$ cat config.mk
export PLATFORM = sky130hd
export DESIGN_NAME = controller_sequencer_flat
export DESIGN_NICKNAME = d
export VERILOG_FILES = /design/src/rtl/controller_sequencer_if.sv /design/src/rtl/controller_sequencer.sv /design/src/flat_wrapper.sv
export SDC_FILE = /design/constraint.sdc
export NUM_CORES = 1
export LEC_CHECK = 0
export CAP_MARGIN = 20
export CELL_PAD_IN_SITES_DETAIL_PLACEMENT = 2
export CELL_PAD_IN_SITES_GLOBAL_PLACEMENT = 2
export CORE_MARGIN = 2
export CORE_UTILIZATION = 22
export DETAILED_ROUTE_END_ITERATION = 6
export PLACE_DENSITY = 0.84
export SLEW_MARGIN = 25
export SYNTH_ARGS = -nofsm -noshare
export SYNTH_HDL_FRONTEND = slang
export SYNTH_SLANG_ARGS = --single-unit
$ cat constraint.sdc
create_clock -name CLK -period 1.9 [get_ports CLK]
set_input_delay 0.285 -clock CLK [delete_from_list [all_inputs] [get_ports CLK]]
set_output_delay 0.285 -clock CLK [all_outputs]
set_load 0.005 [all_outputs]
$ cat src/rtl/controller_sequencer_if.sv
// Control-word bundle between the SAP-I sequencer and the bus registers it steers.
// The sequencer uses the master modport; the datapath (or bench) uses the slave modport.
interface controller_sequencer_if;
  logic [3:0] opcode;
  logic       Cp;
  logic       Ep;
  logic       nLm;
  logic       nCE;
  logic       nLi;
  logic       nEi;
  logic       nLa;
  logic       Ea;
  logic       Su;
  logic       Eu;
  logic       nLb;
  logic       nLo;
  logic       HLT;
  logic [5:0] T;

  modport master (
    input  opcode,
    output Cp, Ep, nLm, nCE, nLi, nEi, nLa, Ea, Su, Eu, nLb, nLo, HLT, T
  );

  modport slave (
    output opcode,
    input  Cp, Ep, nLm, nCE, nLi, nEi, nLa, Ea, Su, Eu, nLb, nLo, HLT, T
  );
endinterface

$ cat src/rtl/controller_sequencer.sv
// SAP-I control unit: one-hot T1..T6 ring stepping on the falling edge of CLK,
// with the control word decoded combinationally from T, the halt latch and the opcode.
module controller_sequencer (
  input  logic                          CLK,
  input  logic                          CLR,
  controller_sequencer_if.master        bus
);
  localparam logic [3:0] OP_LDA = 4'b0000;
  localparam logic [3:0] OP_ADD = 4'b0001;
  localparam logic [3:0] OP_SUB = 4'b0010;
  localparam logic [3:0] OP_OUT = 4'b1110;
  localparam logic [3:0] OP_HLT = 4'b1111;

  typedef enum logic [5:0] {
    T1 = 6'b000001,
    T2 = 6'b000010,
    T3 = 6'b000100,
    T4 = 6'b001000,
    T5 = 6'b010000,
    T6 = 6'b100000
  } tstate_e;

  tstate_e state_q, state_d;
  logic    halt_q, halt_d;
  logic    hlt_now;

  // Falling-edge state keeps the control word settled across every rising edge.
  always_ff @(negedge CLK or posedge CLR) begin
    if (CLR) begin
      state_q <= T1;
      halt_q  <= 1'b0;
    end else begin
      state_q <= state_d;
      halt_q  <= halt_d;
    end
  end

  always_comb begin
    hlt_now = halt_q | ((state_q == T4) && (bus.opcode == OP_HLT));
    state_d = state_q;
    halt_d  = halt_q;
    bus.Cp  = 1'b0;
    bus.Ep  = 1'b0;
    bus.nLm = 1'b1;
    bus.nCE = 1'b1;
    bus.nLi = 1'b1;
    bus.nEi = 1'b1;
    bus.nLa = 1'b1;
    bus.Ea  = 1'b0;
    bus.Su  = 1'b0;
    bus.Eu  = 1'b0;
    bus.nLb = 1'b1;
    bus.nLo = 1'b1;
    bus.HLT = hlt_now;
    bus.T   = state_q;

    if (hlt_now) begin
      // Frozen in T4 with an inactive word until CLR.
      halt_d = 1'b1;
    end else begin
      case (state_q)
        T1: begin
          state_d = T2;
          bus.Ep  = 1'b1;
          bus.nLm = 1'b0;
        end
        T2: begin
          state_d = T3;
          bus.Cp  = 1'b1;
        end
        T3: begin
          state_d = T4;
          bus.nCE = 1'b0;
          bus.nLi = 1'b0;
        end
        T4: begin
          state_d = T5;
          case (bus.opcode)
            OP_LDA, OP_ADD, OP_SUB: begin
              bus.nLm = 1'b0;
              bus.nEi = 1'b0;
            end
            OP_OUT: begin
              bus.Ea  = 1'b1;
              bus.nLo = 1'b0;
            end
            default: ;
          endcase
        end
        T5: begin
          state_d = T6;
          case (bus.opcode)
            OP_LDA: begin
              bus.nCE = 1'b0;
              bus.nLa = 1'b0;
            end
            OP_ADD, OP_SUB: begin
              bus.nCE = 1'b0;
              bus.nLb = 1'b0;
              bus.Su  = (bus.opcode == OP_SUB);
            end
            default: ;
          endcase
        end
        T6: begin
          state_d = T1;
          case (bus.opcode)
            OP_ADD, OP_SUB: begin
              bus.Eu  = 1'b1;
              bus.nLa = 1'b0;
              bus.Su  = (bus.opcode == OP_SUB);
            end
            default: ;
          endcase
        end
        // Any non-one-hot pattern: inactive word, recover to T1.
        default: state_d = T1;
      endcase
    end
  end
endmodule

$ cat src/flat_wrapper.sv
// flat-port wrapper written by rule: the top's interface ports become plain ports
module controller_sequencer_flat 
  (CLK, CLR, bus_opcode, bus_Cp, bus_Ep, bus_nLm, bus_nCE, bus_nLi, bus_nEi, bus_nLa, bus_Ea, bus_Su, bus_Eu, bus_nLb, bus_nLo, bus_HLT, bus_T);
  controller_sequencer_if bus_i ();
  input  logic CLK;
  input  logic CLR;
  input wire logic [$bits(bus_i.opcode)-1:0] bus_opcode;
  output wire logic [$bits(bus_i.Cp)-1:0] bus_Cp;
  output wire logic [$bits(bus_i.Ep)-1:0] bus_Ep;
  output wire logic [$bits(bus_i.nLm)-1:0] bus_nLm;
  output wire logic [$bits(bus_i.nCE)-1:0] bus_nCE;
  output wire logic [$bits(bus_i.nLi)-1:0] bus_nLi;
  output wire logic [$bits(bus_i.nEi)-1:0] bus_nEi;
  output wire logic [$bits(bus_i.nLa)-1:0] bus_nLa;
  output wire logic [$bits(bus_i.Ea)-1:0] bus_Ea;
  output wire logic [$bits(bus_i.Su)-1:0] bus_Su;
  output wire logic [$bits(bus_i.Eu)-1:0] bus_Eu;
  output wire logic [$bits(bus_i.nLb)-1:0] bus_nLb;
  output wire logic [$bits(bus_i.nLo)-1:0] bus_nLo;
  output wire logic [$bits(bus_i.HLT)-1:0] bus_HLT;
  output wire logic [$bits(bus_i.T)-1:0] bus_T;
  assign bus_i.opcode = bus_opcode;
  assign bus_Cp = bus_i.Cp;
  assign bus_Ep = bus_i.Ep;
  assign bus_nLm = bus_i.nLm;
  assign bus_nCE = bus_i.nCE;
  assign bus_nLi = bus_i.nLi;
  assign bus_nEi = bus_i.nEi;
  assign bus_nLa = bus_i.nLa;
  assign bus_Ea = bus_i.Ea;
  assign bus_Su = bus_i.Su;
  assign bus_Eu = bus_i.Eu;
  assign bus_nLb = bus_i.nLb;
  assign bus_nLo = bus_i.nLo;
  assign bus_HLT = bus_i.HLT;
  assign bus_T = bus_i.T;
  controller_sequencer u_core (.CLK(CLK), .CLR(CLR), .bus(bus_i));
endmodule
==> flow_metrics.py, run 1 <==
metrics = {
    "status": {
        "outcome": "did not finish",
        "stop_stage": "global routing (5_1_grt)",
        "error": "[ERROR DPL-0033] detailed placement checks failed during check placement.",
    },
    "placement": {
        "hpwl_microns": 2050,
        "gpl.final_weighted_congestion": 0.788,
        "port_buffers": 24,
    },
    "floorplan": {
        "die-height_microns": 54.5,
        "die_x_microns": 54.5,
        "io_pins": 25,
        "rows": 18,
        "floorplan.initialDensity_pct": 22.9,
    },
    "clock_network": {
        "htree_num_levels": 1,
        "cts.sinks": 7,
        "cts_buffers": 3,
        "clock-root-buffer": "clkbuf_4",
        "ctsHoldBuffers": 0,
        "cts_buffer_depth": 2,
    },
    "global_route": {
        "antenna_found_initial": 0,
        "grt_max_degree": 7,
    },
    "logic_synthesis": {
        "yosysSeqAreaShare_pct": 31.4,
        "ys_ff_latch": 7,
        "yosys_warnings": 0,
        "postSynthCellCount": 67,
        "avgSynthCellArea_sq_um": 8.38,
        "syn_area_sq_um": 562,
        "yosysUniqueCellTypes": 29,
        "syn_nets": 73,
    },
    "timing": {
        "crit_endpoint": "bus_nLm",
        "endpoint_type": "top-level output",
    },
}
-- Yosys cell counts --
| cell | instances | area (sq um) |
|---|---|---|
| and2b_1 | 1 | 7.51 |
| nor3b_4 | 1 | 18.8 |
| and4b_1 | 1 | 10.0 |
| nand2b_1 | 2 | 12.5 |
| buf_4 | 1 | 7.51 |
| inv_2 | 1 | 3.75 |
| nand3b_1 | 1 | 7.51 |
| buf_6 | 1 | 11.3 |
| and4b_4 | 1 | 13.8 |
| xor2_1 | 2 | 17.5 |
| nor3_1 | 3 | 15.0 |
| dfrtn_1 | 6 | 150 |
| xnor2_1 | 1 | 8.76 |
| and2_1 | 1 | 6.26 |
| dfstp_2 | 1 | 26.3 |
| o211ai_1 | 1 | 7.51 |
| nor4_4 | 1 | 21.3 |
| o31ai_1 | 1 | 7.51 |
| and3_2 | 1 | 7.51 |
| nand2_1 | 11 | 41.3 |
| inv_1 | 5 | 18.8 |
| a21o_1 | 3 | 22.5 |
| nor2_1 | 7 | 26.3 |
| nand4b_1 | 2 | 17.5 |
| a31oi_4 | 1 | 21.3 |
| and3_1 | 2 | 12.5 |
| o21ai_0 | 3 | 15.0 |
| nand3_1 | 4 | 20.0 |
| nor4_1 | 1 | 6.26 |
-- metrics by stage --
step / setup TNS, ns / hold WS [ns] / area (sq um) / worst slack (ns) / instances
detailed placement: -19.65 / 0.654 / 1040 / -1.12 / 147
CTS: -15.81 / 0.666 / 1370 / -1.08 / 176
global placement: -18.33 / 0.625 / 1040 / -1.05 / 147
floorplan: -5.95 / 0.499 / 576 / -0.625 / 67
-- cell families after synthesis --
logic type	count (synthesis)	share of synthesized area (%)
AOI/OAI and AO/OA	9	13.1
xor gates and xnor gates	3	4.68
buffers and inverters	8	7.35
DFF	7	31.4
and+or+nand+nor	40	43.4
-- repair_timing --
| item | 4_1_cts |
|---|---|
| resized for setup | 144 |
| setup buffers | 28 |
| pin swaps | 14 |
| setup endpoints to repair | 25 |
==> run 2, diff against run 1 <==
CELL_PAD_IN_SITES_DETAIL_PLACEMENT = default   (was 2)
CELL_PAD_IN_SITES_GLOBAL_PLACEMENT = default   (was 2)
CORE_AREA = 2 2 63 65   (was default)
CORE_MARGIN = default   (was 2)
CORE_UTILIZATION = default   (was 22)
DIE_AREA = 0 0 65 67   (was default)
PLACE_DENSITY = default   (was 0.84)
PLACE_DENSITY_LB_ADDON = 0.15   (was default)
==> run 2 against run 1 <==
  * Area after synthesis is the same
  * Synthesized cell count is the same
  * The flow now finishes, with violations (negative setup slack)
==> flow_metrics.py, run 2 <==
metrics = {
    "drt": {
        "routed_wl_microns": 2410,
        "dr.pass1.iters": 4,
        "route.detailed.drc": 0,
        "wl_per_cell_microns": 12.5,
        "initialDrtViolationCount": 25,
        "dr_total_vias": 785,
        "vias_per_cell": 4.07,
        "ant_nets": 0,
    },
    "final_layout": {
        "layout.area.seq_sq_um": 176,
        "finalInstanceArea_sq_um": 1430,
        "diodes": 0,
        "num-fill-cells": 362,
        "most-common-layout-cells": "34 x buf_6, 31 x buf_4, 10 x buf_2",
        "nNetsFinal": 152,
        "final_common_cell": "buf_6",
        "multi_input_area_sq_um": 445,
        "largest_reg_flops": 6,
        "drive_above_1_share_pct": 73.1,
        "synthToLayoutAreaGrowth_pct": 154,
    },
    "power_and_ir_drop": {
        "peakVddDrop_mv": 0.389,
        "power.leakage_nw": 0.710,
        "cellPowerDensity_nw_per_um2": 1080,
        "design_power_total_w": 0.00153,
    },
    "logic_synthesis": {
        "synth_area_leader_cell": "dfrtn_1",
        "yosys_warnings": 0,
        "synth_common_cells": "11 x nand2_1, 7 x nor2_1, 6 x dfrtn_1",
        "synth_top_family_by_area": "simple AND/OR/NAND/NOR gates",
        "synth_edf_count": 0,
        "synthMuxAreaShare_pct": 0,
        "yosysUniqueCellTypes": 29,
        "postSynthCellCount": 67,
        "yosysSeqAreaShare_pct": 31.4,
        "syn_nets": 73,
        "ys.flop_type": "dfrtn_1",
        "synth_most_common_cell": "nand2_1",
        "synth_area_leaders": "dfrtn_1 27%, nand2_1 7.3%, dfstp_2 4.7%",
        "yosys.area_share.simple_pct": 43.4,
        "synth_xor_area_share_pct": 4.68,
        "avgSynthCellArea_sq_um": 8.38,
        "ys_ff_latch": 7,
        "synth_fa_ha_area_share_pct": 0,
        "synth_top_area_share_pct": 26.7,
        "async_flop_share_pct": 100,
        "syn_area_sq_um": 562,
        "synth_compound_area_share_pct": 13.1,
    },
    "floorplan": {
        "die-area_sq_um": 4360,
        "io_pins": 25,
        "floorplan.initialDensity_pct": 15.6,
        "core_sq_um": 3610,
        "die_x_microns": 65,
        "die-height_microns": 67,
        "rows": 22,
    },
    "worst_setup_path": {
        "cp-start-kind": "flop",
        "regToRegStartpoint": "u_core.bus.T[0]",
        "crit_end": "bus_nLm",
        "reg2reg_to": "u_core.bus.T[4]",
        "r2r_cells": 8,
        "required_ns": 1.62,
        "critPathLaunch": "u_core.bus.T[0]",
        "crit_path_end_kind": "output pin",
        "worstPathArrival_ns": 2.70,
        "crit_type": "flop to output pin",
        "r2r_setup_slack_ns": 0.25,
        "cp_max_fo": 4,
    },
    "placement": {
        "port_buffers": 24,
        "hpwl_microns": 1720,
        "gpl.final_weighted_congestion": 0.758,
        "dp_slack_ns": -1.07,
        "dpl_cell_area_sq_um": 1070,
    },
    "timing": {
        "worst_clock_skew_ns": 0.0430,
        "rsz0062_at_grt": "true",
        "slew_violations": 0,
        "fin_ws_ns": -1.09,
        "setup_tns_ns": -14.51,
        "finalSetupViolations": 25,
        "hold-worst-slack_ns": 0.607,
        "worst_slew_pin_slew_ns": 0.273,
        "hold_violations": 0,
        "slew_headroom_pct": 81.7,
    },
    "clock_network": {
        "cts_buffers": 3,
        "ctsHoldBuffers": 0,
        "clock-root-buffer": "clkbuf_8",
        "cts_tree": "built",
        "htree_num_levels": 1,
        "path_clk_slew_ns": 0.03,
        "cts_buffer_depth": 2,
        "clock_latency_ns": 0.29,
        "cts.sinks": 7,
    },
    "global_route": {
        "antenna_found_initial": 0,
        "grt_max_degree": 7,
        "grt_overflow": 0,
        "grt_pass1_vias": 837,
        "grt_usage_pct": 11.7,
        "grt_pass1_wl_microns": 3910,
    },
    "status": {
        "violations": "negative setup slack",
        "outcome": "finished with violations",
    },
    "worst_hold_path": {
        "hp-class": "flop to flop",
    },
    "flow_run": {
        "drv_cap": 0,
    },
}
==> run 2: cell counts after synthesis <==
Identical to the previous run, type by type.
==> run 2: metal layers <==
layer,vias up,track usage (%),share of wire (%)
li1,392,-,-
met1,379,14.7,43
met2,14,20.6,53
met3,0,3.38,4.0
met4,0,0.798,0
met5,-,0,0
==> run 2: cell families (layout without fill, tap and decap cells) <==
logic type | count (synthesis) | in the layout
simple gates | 40 | 40
compound gates | 9 | 9
buf+inv | 8 | 86
flops | 7 | 7
xor+xnor | 3 | 3
==> run 2: how the worst min path moves through the flow <==
stage                     from              end  slack (ns)  cells past startpoint
2_1_floorplan  u_core.bus.T[0]  u_core.bus.T[0]        0.50                      2
3_3_place_gp   u_core.bus.T[2]  u_core.bus.T[2]        0.62                      2
3_5_place_dp   u_core.bus.T[2]  u_core.bus.T[2]        0.60                      2
4_1_cts          u_core.halt_q  u_core.bus.T[1]        0.61                      2
5_1_grt          u_core.halt_q  u_core.bus.T[1]        0.63                      2
6_report         u_core.halt_q  u_core.bus.T[1]        0.61                      2
==> run 2: critical path: stages, from the launching register on <==
cell	delay [ns]
dfstp_2	0.40
nor4_4	0.34
nor3b_4	0.25
buf_4	0.14
nand3_2	0.05
a21o_1	0.16
buf_2	0.12
==> run 2: final cells by class <==
cell class | count | area share, %
clock buffer | 3 | 2.90
clock inverter | 2 | 0.527
inverter | 5 | 1.32
multi-input combinational | 52 | 31.3
sequential | 7 | 12.4
tap | 48 | 4.21
timing repair buffer | 76 | 47.4
==> run 2: per-stage QoR <==
| stage | utilization [%] | instances |
|---|---|---|
| after floorplan | - | 67 |
| after global placement | 29.7 | 166 |
| after detailed placement | 29.7 | 166 |
| after CTS | 38.5 | 193 |
| after global routing | 39.5 | 193 |
| final | 39.5 | 193 |
==> run 2: where the power goes <==
group / switching (W) / internal (W) / leakage, nW / total [W]
Clock: 0.0000709 / 0.000143 / 0.0322 / 0.000214
Combinational: 0.000406 / 0.000643 / 0.586 / 0.00105
Sequential: 0.0000667 / 0.000203 / 0.0920 / 0.000270
==> run 2: repair_timing <==
action	4_1_cts	5_1_grt
cloned	0	0
buffers inserted	26	10
hold endpoints to repair	0	0
resized for setup	140	19
pin swaps	12	6
setup endpoints to repair	25	25
Power figures use the tool's default switching activity.
==> run 3, diff against run 2 <==
ABC_AREA = 1   (was default)
HOLD_SLACK_MARGIN = 0.1   (was default)
==> run 3 against run 2 <==
  * The run still ends with negative setup slack left
  * Sequential share of layout area fell by 0.46 points
  * Power fell by 74%
  * Utilization rose by 1.5 points
  * Global-route usage rose by 0.47 points
  * Worst hold slack got worse by 0.0053 ns
  * Largest power group is now the clock network
==> flow_metrics.py, run 3 <==
metrics = {
    "power_and_ir_drop": {
        "cellPowerDensity_nw_per_um2": 274,
        "power.leakage_nw": 0.725,
        "peakVddDrop_mv": 0.189,
    },
    "clock_network": {
        "cts_tree": "built",
        "htree_num_levels": 1,
        "ctsHoldBuffers": 0,
        "path_clk_slew_ns": 0.03,
        "cts_buffers": 3,
        "cts.sinks": 7,
        "cts_buffer_depth": 2,
        "clock_latency_ns": 0.29,
        "clock-root-buffer": "clkbuf_8",
    },
    "floorplan": {
        "die-area_sq_um": 4360,
        "rows": 22,
        "die-height_microns": 67,
        "io_pins": 25,
        "core_sq_um": 3610,
        "floorplan.initialDensity_pct": 15.2,
        "die_x_microns": 65,
    },
    "worst_setup_path": {
        "cp-start-kind": "flop",
        "r2r_setup_slack_ns": 0.30,
        "reg2reg_to": "u_core.bus.T[3]",
        "worstPathArrival_ns": 2.52,
        "r2r_cells": 9,
        "required_ns": 1.62,
        "crit_path_end_kind": "output pin",
        "crit_type": "flop to output pin",
        "regToRegStartpoint": "u_core.bus.T[0]",
        "cp_max_fo": 4,
        "critPathLaunch": "u_core.bus.T[5]",
        "crit_end": "bus_Eu",
    },
    "logic_synthesis": {
        "yosys.area_share.simple_pct": 43.0,
        "ys.flop_type": "dfrtn_1",
        "synth_common_cells": "17 x nor2_1, 16 x nand2_1, 14 x inv_1",
        "synth_xor_area_share_pct": 0,
        "async_flop_share_pct": 100,
        "synthMuxAreaShare_pct": 0,
        "avgSynthCellArea_sq_um": 6.51,
        "synth_top_area_share_pct": 27.5,
        "syn_nets": 90,
        "synth_fa_ha_area_share_pct": 0,
        "synth_most_common_cell": "nor2_1",
        "yosysSeqAreaShare_pct": 32.3,
        "synth_top_family_by_area": "simple AND/OR/NAND/NOR gates",
        "yosys_warnings": 0,
        "synth_edf_count": 0,
        "synth_compound_area_share_pct": 13.0,
        "synth_area_leader_cell": "dfrtn_1",
        "synth_area_leaders": "dfrtn_1 27%, nor2_1 12%, nand2_1 11%",
        "syn_area_sq_um": 547,
        "ys_ff_latch": 7,
        "yosysUniqueCellTypes": 16,
        "postSynthCellCount": 84,
    },
    "status": {
        "outcome": "finished with violations",
        "violations": "negative setup slack",
    },
    "drt": {
        "vias_per_cell": 4.00,
        "ant_nets": 0,
        "initialDrtViolationCount": 11,
        "route.detailed.drc": 0,
        "wl_per_cell_microns": 11.4,
        "routed_wl_microns": 2440,
        "dr_total_vias": 856,
        "dr.pass1.iters": 4,
    },
    "worst_hold_path": {
        "hp-class": "flop to flop",
    },
    "final_layout": {
        "nNetsFinal": 173,
        "largest_reg_flops": 6,
        "final_common_cell": "buf_4",
        "most-common-layout-cells": "34 x buf_4, 30 x buf_6, 14 x nand2_1",
        "diodes": 0,
        "finalInstanceArea_sq_um": 1480,
        "drive_above_1_share_pct": 67.5,
        "synthToLayoutAreaGrowth_pct": 171,
    },
    "flow_run": {
        "drv_cap": 0,
    },
    "timing": {
        "slew_headroom_pct": 84.0,
        "worst_clock_skew_ns": 0.0417,
        "rsz0062_at_grt": "true",
        "slew_violations": 0,
        "worst_slew_pin_slew_ns": 0.240,
        "hold_violations": 0,
        "finalSetupViolations": 25,
        "fin_ws_ns": -0.909,
    },
    "global_route": {
        "grt_pass1_vias": 883,
        "grt_usage_pct": 12.2,
        "grt_pass1_wl_microns": 3930,
        "antenna_found_initial": 0,
        "grt_max_degree": 8,
        "grt_overflow": 0,
    },
    "placement": {
        "dp_slack_ns": -1.00,
        "port_buffers": 24,
        "gpl.final_weighted_congestion": 0.765,
        "hpwl_microns": 1710,
        "dpl_cell_area_sq_um": 1100,
    },
}
-- run 3: what timing repair did --
item,CTS,global route
resized for setup,137,27
setup endpoints to repair,26,25
setup buffers,20,5
pin swaps,16,13
-- run 3: worst min path at each step --
stage          slack, ns             from  cells after the start               to
5_1_grt             0.63  u_core.bus.T[0]                      3  u_core.bus.T[0]
2_1_floorplan       0.45    u_core.halt_q                      2  u_core.bus.T[2]
3_3_place_gp        0.50  u_core.bus.T[3]                      2  u_core.bus.T[3]
4_1_cts             0.60    u_core.halt_q                      3  u_core.bus.T[2]
6_report            0.60  u_core.bus.T[2]                      3  u_core.bus.T[2]
3_5_place_dp        0.49  u_core.bus.T[3]                      2  u_core.bus.T[3]
-- run 3: power breakdown --
group,leakage (nW),internal [W],total (W),switching [W]
Sequential,0.0837,0.000151,0.000151,0
Combinational,0.609,0.0000230,0.0000403,0.0000173
Clock,0.0322,0.000143,0.000214,0.0000715
Total,0.725,0.000316,0.000405,0.0000888
-- run 3: logic make-up after synthesis --
logic type / count (synthesis)
AOI/OAI and AO/OA: 11
buffers and inverters: 15
and+or+nand+nor: 51
DFF: 7
-- run 3: metrics by stage --
stage	setup TNS, ns	util [%]	hold slack, ns	std cells	power [W]
global route	-16.54	41.0	0.626	214	0.000431
detailed placement	-19.60	30.5	0.494	190	0.000197
finish	-14.74	41.0	0.602	214	0.000405
floorplan	-5.96	-	0.452	84	0.000168
global placement	-19.44	30.5	0.498	190	0.000197
CTS	-15.52	38.2	0.600	212	0.000415
-- run 3: critical path, cell delays in order (launching register included) --
cell and delay (ns):
dfrtn_1 0.52, inv_1 0.09, nor2_2 0.20, buf_4 0.15, nand2_1 0.05, nor3_1 0.17, buf_2 0.14
-- run 3: per-layer routing --
| layer | global-route usage (%) | up-vias | routed length [microns] | share of wire (%) |
|---|---|---|---|---|
| met5 | 0 | - | 0 | 0 |
| met4 | 3.72 | 0 | 64 | 2.6 |
| met3 | 3.38 | 8 | 111 | 4.6 |
| met2 | 21.9 | 23 | 1260 | 52 |
| met1 | 13.9 | 393 | 1000 | 41 |
| li1 | - | 432 | - | - |
-- run 3: final cells by class --
cell class              instances  area [sq um]
well taps                      48          60.1
multi-input cells              62           454
clock inverters                 2          7.51
clock buffers                   3          41.3
inverters                      13          48.8
fillers                       378          2130
flip-flops and latches          7           176
repair buffers                 79           692
==> run 4, diff against run 3 <==
DONT_BUFFER_PORTS = 1   (was default)
==> run 4 against run 3 <==
  * The flow still finishes with violations (negative setup slack)
  * Utilization shrank 11 points
  * Flip-flop and latch count is the same
  * Global-route usage shrank 1.6 points
  * Sequential share of layout area grew 4.3 points
==> flow_metrics.py, run 4 (synthesized netlist as in run 3, its figures left out) <==
metrics = {
    "worst_hold_path": {
        "hp-class": "flop to flop",
    },
    "floorplan": {
        "die-area_sq_um": 4360,
        "floorplan.initialDensity_pct": 15.2,
        "core_sq_um": 3610,
        "rows": 22,
        "io_pins": 25,
        "die_x_microns": 65,
        "die-height_microns": 67,
    },
    "timing": {
        "fin_ws_ns": -0.784,
        "setup_tns_ns": -11.48,
        "slew_violations": 0,
        "worst_slew_pin_slew_ns": 0.288,
        "hold-worst-slack_ns": 0.633,
        "slew_headroom_pct": 80.8,
        "rsz0062_at_grt": "true",
        "hold_violations": 0,
        "worst_clock_skew_ns": 0.0455,
        "finalSetupViolations": 21,
    },
    "drt": {
        "dr_total_vias": 703,
        "route.detailed.drc": 0,
        "routed_wl_microns": 2030,
        "dr.pass1.iters": 4,
        "vias_per_cell": 3.99,
        "initialDrtViolationCount": 17,
        "ant_nets": 0,
        "wl_per_cell_microns": 11.5,
    },
    "global_route": {
        "grt_usage_pct": 10.5,
        "grt_pass1_wl_microns": 3440,
        "grt_pass1_vias": 743,
        "grt_max_degree": 9,
        "antenna_found_initial": 0,
        "grt_overflow": 0,
    },
    "power_and_ir_drop": {
        "peakVddDrop_mv": 0.274,
        "seqPwrFrac_pct": 39.6,
        "p_int_w": 0.000297,
        "cellPowerDensity_nw_per_um2": 350,
        "switchingPower_w": 0.0000836,
        "design_power_total_w": 0.000380,
        "p_sw_share_pct": 22.0,
        "pwr-share-comb_pct": 3.6,
        "power.leakage_nw": 0.503,
        "clkPwrFrac_pct": 56.8,
    },
    "placement": {
        "port_buffers": 0,
        "dpl.cell_count": 161,
        "hpwl_microns": 1610,
        "dp_slack_ns": -0.644,
        "gpl.final_weighted_congestion": 0.797,
    },
    "final_layout": {
        "multi_input_area_sq_um": 399,
        "largest_reg_flops": 6,
        "diodes": 0,
        "fin_cells": 176,
        "drive_above_1_share_pct": 55.5,
        "nNetsFinal": 135,
        "layout.area.seq_sq_um": 176,
        "synthToLayoutAreaGrowth_pct": 98.6,
        "num-fill-cells": 395,
        "final_common_cell": "buf_4",
        "most-common-layout-cells": "29 x buf_4, 12 x inv_1, 12 x nand2_1, 12 x buf_6, 9 x nor2_1",
    },
    "clock_network": {
        "cts_tree": "built",
        "clock-root-buffer": "clkbuf_8",
        "ctsHoldBuffers": 0,
        "clock_latency_ns": 0.29,
        "path_clk_slew_ns": 0.03,
        "htree_num_levels": 1,
        "cts.sinks": 7,
        "cts_buffer_depth": 2,
        "cts_buffers": 3,
    },
    "worst_setup_path": {
        "crit_type": "flop to output pin",
        "required_ns": 1.62,
        "cp-start-kind": "flop",
        "crit_path_end_kind": "output pin",
        "r2r_setup_slack_ns": 0.38,
        "cp_max_fo": 6,
        "worstPathArrival_ns": 2.40,
    },
    "status": {
        "violations": "negative setup slack",
        "outcome": "finished with violations",
    },
    "flow_run": {
        "drv_cap": 0,
    },
}
-- run 4: changes by cell type in the layout (fill, tap and decap cells not counted), moves of 2 or more --
cell             before  now
buf_2                11    0
buf_4                34   29
buf_6                30   12
clkdlybuf4s50_1       2    0
nand2_1              14   12
nand2_2               1    4
nor3_2                0    2
o21ai_0               1    6
o21ai_2               5    0
-- run 4: critical path, cell delays in order, from the launching register on --
cell	delay, ns
dfstp_2	0.56
nor2_4	0.06
nand3_4	0.09
buf_6	0.11
nor2_4	0.03
nor2_4	0.15
o211ai_1	0.15
-- run 4: through the flow --
step           util, %  area [sq um]
6_report          30.1          1090
5_1_grt           30.1          1090
4_1_cts           27.7          1000
3_5_place_dp      22.8           823
3_3_place_gp      22.8           823
2_1_floorplan        -           549
-- run 4: final timing paths --
kind	startpoint	end	cells after the start
setup / recovery	u_core.bus.T[0]	bus_nCE	6
hold / removal	u_core.bus.T[0]	u_core.bus.T[0]	3
setup reg to reg	u_core.bus.T[0]	u_core.bus.T[0]	10
hold reg to reg	u_core.bus.T[0]	u_core.bus.T[0]	3
max in group asynchronous	CLR	u_core.bus.T[0]	1
min in group asynchronous	CLR	u_core.bus.T[5]	1
-- run 4: final cells by class --
cell class / count / area share, %
multi-input cells: 62 / 36.8
repair buffers: 41 / 32.5
flip-flops and latches: 7 / 16.2
well taps: 48 / 5.53
inverters: 13 / 4.49
clock buffers: 3 / 3.80
clock inverters: 2 / 0.691
-- run 4: timing repair --
item | in CTS | in global routing
setup buffers | 8 | 6
resized for setup | 23 | 18
pin swaps | 9 | 8
gates cloned | 0 | 0
setup endpoints to repair | 20 | 24
-- run 4: power by group through the flow --
stage	logic (W)	clock network, W	registers, W
3_3_place_gp	0.0000130	0.00000659	0.000152
5_1_grt	0.0000169	0.000231	0.000150
6_report	0.0000139	0.000216	0.000151
4_1_cts	0.0000133	0.000221	0.000151
2_1_floorplan	0.00000908	0.00000659	0.000152
3_5_place_dp	0.0000126	0.00000659	0.000152
-- run 4: metal layers --
metal | up-vias | routed length [microns] | global-route usage [%]
met5 | - | 0 | 0
met4 | 0 | 36 | 3.99
met3 | 4 | 131 | 3.38
met2 | 22 | 1000 | 18.6
met1 | 320 | 854 | 11.8
li1 | 357 | - | -
